==> config.mk <==
export PLATFORM = sky130hd
export DESIGN_NAME = multdiv_ctrl
export DESIGN_NICKNAME = d
export VERILOG_FILES = /design/src/rtl/multdiv_ctrl.sv
export SDC_FILE = /design/constraint.sdc
export NUM_CORES = 1
export LEC_CHECK = 0
export BUFFER_PORTS_ARGS = -buffer_cell sky130_fd_sc_hd__buf_2
export CAP_MARGIN = 25
export CORE_MARGIN = 3
export CORE_UTILIZATION = 40
export DETAILED_ROUTE_END_ITERATION = 8
export PLACE_DENSITY = 0.62
export REMOVE_ABC_BUFFERS = 1
export SYNTH_ARGS = -nofsm -noshare
export SYNTH_HDL_FRONTEND = slang
export SYNTH_SLANG_ARGS = --single-unit
export TNS_END_PERCENT = 100
==> constraint.sdc <==
create_clock -name clock -period 6.6 [get_ports clock]
set_input_delay 1.65 -clock clock [delete_from_list [all_inputs] [get_ports clock]]
set_output_delay 1.65 -clock clock [all_outputs]
set_load 0.005 [all_outputs]
==> src/rtl/multdiv_ctrl.sv <==
// Iterative 32-bit signed multiply/divide unit beside the X-stage ALU.
// Stalls the pipeline for 33 cycles and presents the result with a writeback-format word.
module multdiv_ctrl (
    input  logic        clock,
    input  logic        reset,
    input  logic [31:0] x_instruction,
    input  logic [31:0] x_opA,
    input  logic [31:0] x_opB,
    input  logic        flush,
    output logic        busy,
    output logic        result_ready,
    output logic [31:0] result_data,
    output logic [4:0]  result_reg,
    output logic [31:0] wb_instruction
);

    localparam logic [4:0]  OpAlu         = 5'b00000;
    localparam logic [4:0]  FuncMul       = 5'b00110;
    localparam logic [4:0]  FuncDiv       = 5'b00111;
    localparam logic [4:0]  OpSetx        = 5'b10101;
    localparam logic [4:0]  ExcReg        = 5'd30;
    localparam logic [26:0] StatusMulOvf  = 27'd4;
    localparam logic [26:0] StatusDivZero = 27'd5;

    typedef enum logic [1:0] {
        StIdle = 2'd0,
        StRun  = 2'd1,
        StDone = 2'd2
    } state_e;

    state_e      state_q, state_d;
    logic [4:0]  count_q, count_d;
    logic        is_div_q, is_div_d;
    logic        neg_q, neg_d;
    logic        div_zero_q, div_zero_d;
    logic [4:0]  rd_q, rd_d;
    logic [31:0] instr_q, instr_d;
    // mul: opa = shifting multiplicand, opb = shifting multiplier, acc = product.
    // div: opa[31:0] = dividend shifting into quotient, opb = divisor, acc[31:0] = remainder.
    logic [63:0] opa_q, opa_d;
    logic [31:0] opb_q, opb_d;
    logic [63:0] acc_q, acc_d;
    logic [31:0] res_data_q, res_data_d;
    logic [4:0]  res_reg_q, res_reg_d;
    logic [31:0] wb_instr_q, wb_instr_d;

    logic        start;
    logic [63:0] mul_acc_nxt;
    logic [63:0] mul_opa_nxt;
    logic [31:0] mul_opb_nxt;
    logic [32:0] div_rem_shift;
    logic [32:0] div_diff;
    logic [31:0] div_rem_nxt;
    logic [31:0] div_quo_nxt;
    logic [63:0] mul_signed;
    logic [32:0] mul_hi;
    logic        mul_ovf;
    logic [31:0] div_signed;

    function automatic logic [31:0] magnitude(input logic [31:0] v);
        return v[31] ? (~v + 32'd1) : v;
    endfunction

    assign start = (x_instruction[31:27] == OpAlu) &&
                   ((x_instruction[6:2] == FuncMul) || (x_instruction[6:2] == FuncDiv));

    // Datapath step for the current RUN cycle.
    always_comb begin
        mul_acc_nxt = opb_q[0] ? (acc_q + opa_q) : acc_q;
        mul_opa_nxt = {opa_q[62:0], 1'b0};
        mul_opb_nxt = {1'b0, opb_q[31:1]};

        div_rem_shift = {acc_q[31:0], opa_q[31]};
        div_diff      = div_rem_shift - {1'b0, opb_q};
        if (!div_diff[32]) begin
            div_rem_nxt = div_diff[31:0];
            div_quo_nxt = {opa_q[30:0], 1'b1};
        end else begin
            div_rem_nxt = div_rem_shift[31:0];
            div_quo_nxt = {opa_q[30:0], 1'b0};
        end

        mul_signed = neg_q ? (~mul_acc_nxt + 64'd1) : mul_acc_nxt;
        mul_hi     = mul_signed[63:31];
        mul_ovf    = !((&mul_hi) || !(|mul_hi));
        div_signed = neg_q ? (~div_quo_nxt + 32'd1) : div_quo_nxt;
    end

    always_comb begin
        state_d    = state_q;
        count_d    = count_q;
        is_div_d   = is_div_q;
        neg_d      = neg_q;
        div_zero_d = div_zero_q;
        rd_d       = rd_q;
        instr_d    = instr_q;
        opa_d      = opa_q;
        opb_d      = opb_q;
        acc_d      = acc_q;
        res_data_d = res_data_q;
        res_reg_d  = res_reg_q;
        wb_instr_d = wb_instr_q;

        unique case (state_q)
            StIdle: begin
                if (start && !flush) begin
                    state_d    = StRun;
                    count_d    = 5'd0;
                    is_div_d   = (x_instruction[6:2] == FuncDiv);
                    neg_d      = x_opA[31] ^ x_opB[31];
                    div_zero_d = (x_opB == 32'd0);
                    rd_d       = x_instruction[26:22];
                    instr_d    = x_instruction;
                    opa_d      = {32'd0, magnitude(x_opA)};
                    opb_d      = magnitude(x_opB);
                    acc_d      = 64'd0;
                end
            end
            StRun: begin
                if (!is_div_q) begin
                    acc_d = mul_acc_nxt;
                    opa_d = mul_opa_nxt;
                    opb_d = mul_opb_nxt;
                end else if (!div_zero_q) begin
                    acc_d = {32'd0, div_rem_nxt};
                    opa_d = {32'd0, div_quo_nxt};
                end
                // A zero divisor leaves the datapath idle but still burns all 32 cycles.

                if (flush) begin
                    state_d = StIdle;
                end else if (count_q == 5'd31) begin
                    state_d = StDone;
                    if (is_div_q && div_zero_q) begin
                        res_data_d = {5'd0, StatusDivZero};
                        res_reg_d  = ExcReg;
                        wb_instr_d = {OpSetx, StatusDivZero};
                    end else if (!is_div_q && mul_ovf) begin
                        res_data_d = {5'd0, StatusMulOvf};
                        res_reg_d  = ExcReg;
                        wb_instr_d = {OpSetx, StatusMulOvf};
                    end else begin
                        res_data_d = is_div_q ? div_signed : mul_signed[31:0];
                        res_reg_d  = rd_q;
                        wb_instr_d = instr_q;
                    end
                end else begin
                    count_d = count_q + 5'd1;
                end
            end
            StDone: begin
                // The finished instruction is still in X, so start is ignored here.
                state_d = StIdle;
            end
            default: begin
                state_d = StIdle;
            end
        endcase
    end

    always_ff @(posedge clock) begin
        if (reset) begin
            state_q    <= StIdle;
            count_q    <= 5'd0;
            is_div_q   <= 1'b0;
            neg_q      <= 1'b0;
            div_zero_q <= 1'b0;
            rd_q       <= 5'd0;
            instr_q    <= 32'd0;
            opa_q      <= 64'd0;
            opb_q      <= 32'd0;
            acc_q      <= 64'd0;
            res_data_q <= 32'd0;
            res_reg_q  <= 5'd0;
            wb_instr_q <= 32'd0;
        end else begin
            state_q    <= state_d;
            count_q    <= count_d;
            is_div_q   <= is_div_d;
            neg_q      <= neg_d;
            div_zero_q <= div_zero_d;
            rd_q       <= rd_d;
            instr_q    <= instr_d;
            opa_q      <= opa_d;
            opb_q      <= opb_d;
            acc_q      <= acc_d;
            res_data_q <= res_data_d;
            res_reg_q  <= res_reg_d;
            wb_instr_q <= wb_instr_d;
        end
    end

    assign busy           = ((state_q == StIdle) && start && !flush) || (state_q == StRun);
    assign result_ready   = (state_q == StDone);
    assign result_data    = res_data_q;
    assign result_reg     = res_reg_q;
    assign wb_instruction = wb_instr_q;

endmodule

# Word-level counts from Yosys, hierarchy flattened
# Index checks and enable logic that the tools add are counted.
# W data, S select, Z words.
# totals
regBits,276
in_bits,99
output_inout_bits,71
# classes
addsub,7
n_eq_ne,11
muxes,33
bitwise_logic,6
n_reduce_logical,25
# op_table
operator,n
$mux W64,8
$mux W32,11
$pmux W64 S2,2
$add A32 B1 Y32 const B,3
$not A32 Y32,3
$add A64 B1 Y64 const B,1
$add A64 B64 Y64,1
$not A64 Y64,1
$pmux W32 S2,1
$reduce_and A33 Y1,1
$reduce_or A33 Y1,1
$sub A33 B32 Y33,1
$logic_not A32 Y1,1
$mux W5,5
$eq A5 B3 Y1 const B,2
$pmux W5 S2,1
$reduce_and A3 Y1,3
$ne A2 B2 Y1 const B,4
$logic_and A1 B1 Y1,6
$mux W2,3
$ne A3 B3 Y1 const B,2
$add A5 B1 Y5 const B,1
$eq A5 B5 Y1 const B,1
$logic_not A5 Y1,1
12 further kinds,18

# Depth between registers and ports, before layout
# depth
word_depth,12
ltp_mapped,29
ltp_nobuf,26

# Worst setup path before layout
# OpenSTA, ideal clock, no wires.
# synth_timing
kind,reg-to-reg
from,register opa_q[31]
to,"register res_data_q[30], in the netlist result_data[30]"
t_arrival_ps,5888
slack_ps,594
stages_incl_launch_ff,30
n_path_buf,3
period_less_slack_ps,6006
cell_sequence,dfxtp_1 -> inv_1 -> ha_1 -> inv_1 -> fa_1 -> a21o_1 -> a21oi_1 -> o21ai_0 -> a31oi_1 -> o21ai_0 -> a21o_1 -> a21oi_1 -> a21oi_1 -> a311oi_1 -> a21oi_1 -> xnor2_1 -> clkbuf_1 -> buf_1 -> ha_1 -> nand4_1 -> nand2b_1 -> or2_2 -> clkbuf_1 -> o21ai_0 -> o21a_1 -> o21ai_0 -> xor2_1 -> nand2_1 -> o21ai_0 -> a32o_1
# synth_between
elab_chain_cells,12
word_cells_on_any_way,19
classes_between,add/sub: 4; mux: 7; bitwise: 2; reduce/logical: 6
# synth_lines
element,line_no,rtl
from (decl),40,"logic [63:0] opa_q, opa_d;"
from (signal assigned),184,opa_q <= opa_d;
$add A64 B64 Y64,69,mul_acc_nxt = opb_q[0] ? (acc_q + opa_q) : acc_q;
$mux W64,69,
$not A64 Y64,83,mul_signed = neg_q ? (~mul_acc_nxt + 64'd1) : mul_acc_nxt;
$add A64 B1 Y64,83,
$mux W64,83,
$reduce_or A33 Y1,85,mul_ovf = !((&mul_hi) || !(|mul_hi));
$logic_not A1 Y1,85,
$logic_or A1 B1 Y1,85,
$logic_not A1 Y1,85,
$logic_and A1 B1 Y1,138,end else if (!is_div_q && mul_ovf) begin
$mux W32 *,138,
$mux W32 *,134,if (is_div_q && div_zero_q) begin
to (signal assigned),187,res_data_q <= res_data_d;
to (decl),43,"logic [31:0] res_data_q, res_data_d;"
# Mark *: on every way between the ends. The rest lies on a longest branch, timed or not.
# A chain may end at the register's enable or synchronous reset.

# Final worst setup path
# layout_timing
from,register acc_q[0]
to,"register wb_instr_q[31], in the netlist wb_instruction[31]"
# layout_between
elab_chain_cells,12
word_cells_on_any_way,13
classes_between,add/sub: 2; mux: 4; bitwise: 1; reduce/logical: 6
# layout_lines
element,line_no,rtl
from (decl),42,"logic [63:0] acc_q, acc_d;"
from (signal assigned),172,acc_q <= 64'd0;
from (signal assigned),186,acc_q <= acc_d;
$add A64 B64 Y64,69,
$mux W64 *,69,
$not A64 Y64,83,
$add A64 B1 Y64,83,
$mux W64 *,83,
$reduce_or A33 Y1,85,
$logic_not A1 Y1,85,
$logic_or A1 B1 Y1 *,85,
$logic_not A1 Y1 *,85,
$logic_and A1 B1 Y1 *,138,
$mux W32 *,138,
$mux W32 *,134,
to (signal assigned),189,wb_instr_q <= wb_instr_d;
to (decl),45,"logic [31:0] wb_instr_q, wb_instr_d;"
# Marks and branches as above.

==> results.cfg <==
[outcome]
status = finished, final reports clean

[floorplan]
core_um2 = 55300
die_w_um = 243
ios = 170
initial_core_util = 0.405
die-area_um2 = 58900
dieHeight_um = 243
row_count = 86

[critical_path]
crit_top_cell = o21ai_1
worst_path_largest_cell_delay_ps = 670
critPathKind = flip-flop to flip-flop
r2r_cells = 21
endpoint_kind = flip-flop
crit_chain = ha_1 -> inv_1 -> fa_1 -> nand2b_1 -> a21oi_4 -> o31a_1 -> o21ai_1 -> a211oi_2 -> nor2b_1 -> nand4b_4 -> nor4b_4 -> buf_4 -> nand4_2 -> or4_4 -> o21ai_1 -> xnor2_1 -> nand4bb_1 -> a2111oi_2 -> a31o_4 -> buf_12 -> a211oi_1
r2r_slack_ps = 330
crit_fanout = 28
cp.required_ps = 7020
r2r_start = acc_q[0]
setup.worst_path.start_class = flip-flop
worstPathArrival_ps = 6690
slowest_stage = or4_4
reg2reg_to = wb_instruction[31]

[detailed_routing]
routed_wirelength_um = 83600
wl_met2_um = 38200
dr.pass1.iters = 6
routed-wl-met3_um = 5670
drcViolationCount = 0
routedLengthMet1_um = 36300
top_layer = met4
num_vias = 23900
antenna_left = 0
wl_per_cell_um = 21.5
first_iter_violations = 1842
routed_via_density = 6.14

[logic_synthesis]
synth_edf_count = 0
ys.flop_type = dfxtp_1
synth.top_cell.area_share = 0.241
yosys_warnings = 0
ys_seq_elements = 270
synth_top_cells_by_area = dfxtp_1 24%, nor2_1 6.6%, a21oi_1 6.2%
netlist_area_um2 = 22400
seq_area_frac_synth = 0.241
postSynthCellCount = 3035
synthArstFlopShare = 0
syn_area_per_cell_um2 = 7.39
yosysTopAreaCell = dfxtp_1
synth.distinct_cells = 110

[timing]
rsz0062_at_grt = false
fin_crit_ps = 6270
worstMarginPinSlew_ps = 1050
relSlewSlack = 0.297
finalSetupViolations = 0
max_freq_mhz = 159
post-route-period-util = 0.951
fin_tns_setup_ps = 0
holdWs_ps = 449
final_hold_viol_count = 0
skew_ps = 18.9
drv_slew = 0

[layout]
drive_gt1_frac = 0.130
fill_cells = 5666
finalNetCount = 3310
syn2layout_area_growth_pct = 13.3
seq_area_um2 = 5410
insertedDiodeCount = 0
top_regs = acc_q (64), opa_q (64)
final_common_cell = nor2_1
final_cell_mix = 388 x nor2_1, 285 x nand2_1, 277 x a21oi_1
multi_input_area_um2 = 15900

[grt]
grt_pass1_vias = 22300
grt_max_degree = 97
grt.total_usage = 0.271
antenna_found_initial = 0
grt_overflow = 0
grt_pass1_wl_um = 129000

[hold_path]
min_to = instr_q[11]
hp-class = flip-flop to flip-flop
whs_path_depth = 2
min-delay-start = instr_q[11]

[clocking]
clockBufferDepth = 3
postCtsHoldBufs = 0
clk_latency_ps = 570
cts.htree.levels = 2
cts_tree = built
cts_sinks = 270
numCtsBuffers = 37
cts_root_buf = clkbuf_16
cts.clk_slew.worst_paths_ps = 60

[power]
ir_drop_mv = 0.145
p_per_area_nw_per_um2 = 158
leakage_nw = 10.3

[placement]
gp_congestion = 0.961
dpl.hpwl_um = 63100
numPortBuffers = 169

[run]
maxCapViolCount = 0
## power by group
part           internal [mW]  total (mW)  switching [mW]  leakage, nW
combinational         0.0608       0.173           0.112         7.44
clock                   1.37        2.21           0.837        0.665
sequential              1.63        1.63        0.000867         2.18
total                   3.06        4.01           0.950         10.3
## worst max-delay path by stage
stage / startpoint / to / slack, ps / depth (start not counted)
6_report: acc_q[0] / wb_instruction[31] / 330 / 21
4_1_cts: acc_q[0] / result_data[16] / 160 / 21
3_3_place_gp: acc_q[0] / wb_instruction[2] / 430 / 21
5_1_grt: acc_q[0] / result_data[16] / 10 / 21
2_1_floorplan: opb_q[0] / result_data[30] / -3630 / 25
3_5_place_dp: acc_q[0] / wb_instruction[2] / 240 / 21
## kinds of logic (layout without fill, tap and decap cells)
group                      after synthesis  count (layout)  synth area share
muxes                                   35              35            0.0163
adders and majority gates              103             103            0.0582
AOI/OAI and AO/OA                     1021            1021             0.310
and+or+nand+nor                       1131            1131             0.248
buffers and inverters                  292             394            0.0544
xor gates and xnor gates               183             183            0.0715
DFF                                    270             270             0.241
## per-stage QoR
step            util  instances  power [mW]  instance area [um^2]  setup slack, ps
3_3_place_gp   0.433       3816        1.83                 24000              428
4_1_cts        0.458       3884        4.05                 25300              157
6_report       0.459       3885        4.01                 25400              325
5_1_grt        0.459       3885        4.14                 25400             10.0
2_1_floorplan      -       2821        1.74                 21500            -3630
3_5_place_dp   0.433       3816        1.84                 24000              237
## final cells by class
cell class / count / share of cell area
Clock buffer: 53 / 0.0432
Sequential cell: 270 / 0.213
Timing Repair Buffer: 248 / 0.0583
Tap cell: 748 / 0.0369
Inverter: 78 / 0.0115
Clock inverter: 15 / 0.0103
Multi-Input combinational cell: 2473 / 0.627
## critical path, delay by kind of cell (launching register included)
| family | cells | cell delay [ps] |
|---|---|---|
| AOI/OAI and AO/OA | 8 | 2180 |
| buffers and inverters | 3 | 470 |
| xor gates and xnor gates | 1 | 140 |
| DFF | 1 | 460 |
| adders and majority gates | 2 | 660 |
| and+or+nand+nor | 7 | 2220 |
## what timing repair did
item,CTS,global route
setup buffers,0,0
endpoints found under the setup margin,0,68
resized for setup,0,10
## Yosys cell counts (32+ instances only)
master,number
or3_1,34
nor3_1,59
inv_1,76
a21oi_1,279
nand2_1,285
o31ai_1,52
nand3_1,55
a22oi_1,63
and3_1,49
o21ai_0,140
clkbuf_1,153
o211ai_1,47
nand4_1,40
a22o_1,37
dfxtp_1,270
a211oi_1,92
a21o_1,41
ha_1,101
xnor2_1,78
nor2_1,392
xor2_1,105
nand2b_1,35
buf_2,32
## layer usage
layer,global-route usage,vias to the layer above
met4,0.107,0
li1,-,11400
met5,0,-
met2,0.444,923
met1,0.357,11400
met3,0.0411,169
No activity file was read; power rests on OpenSTA's default activity.
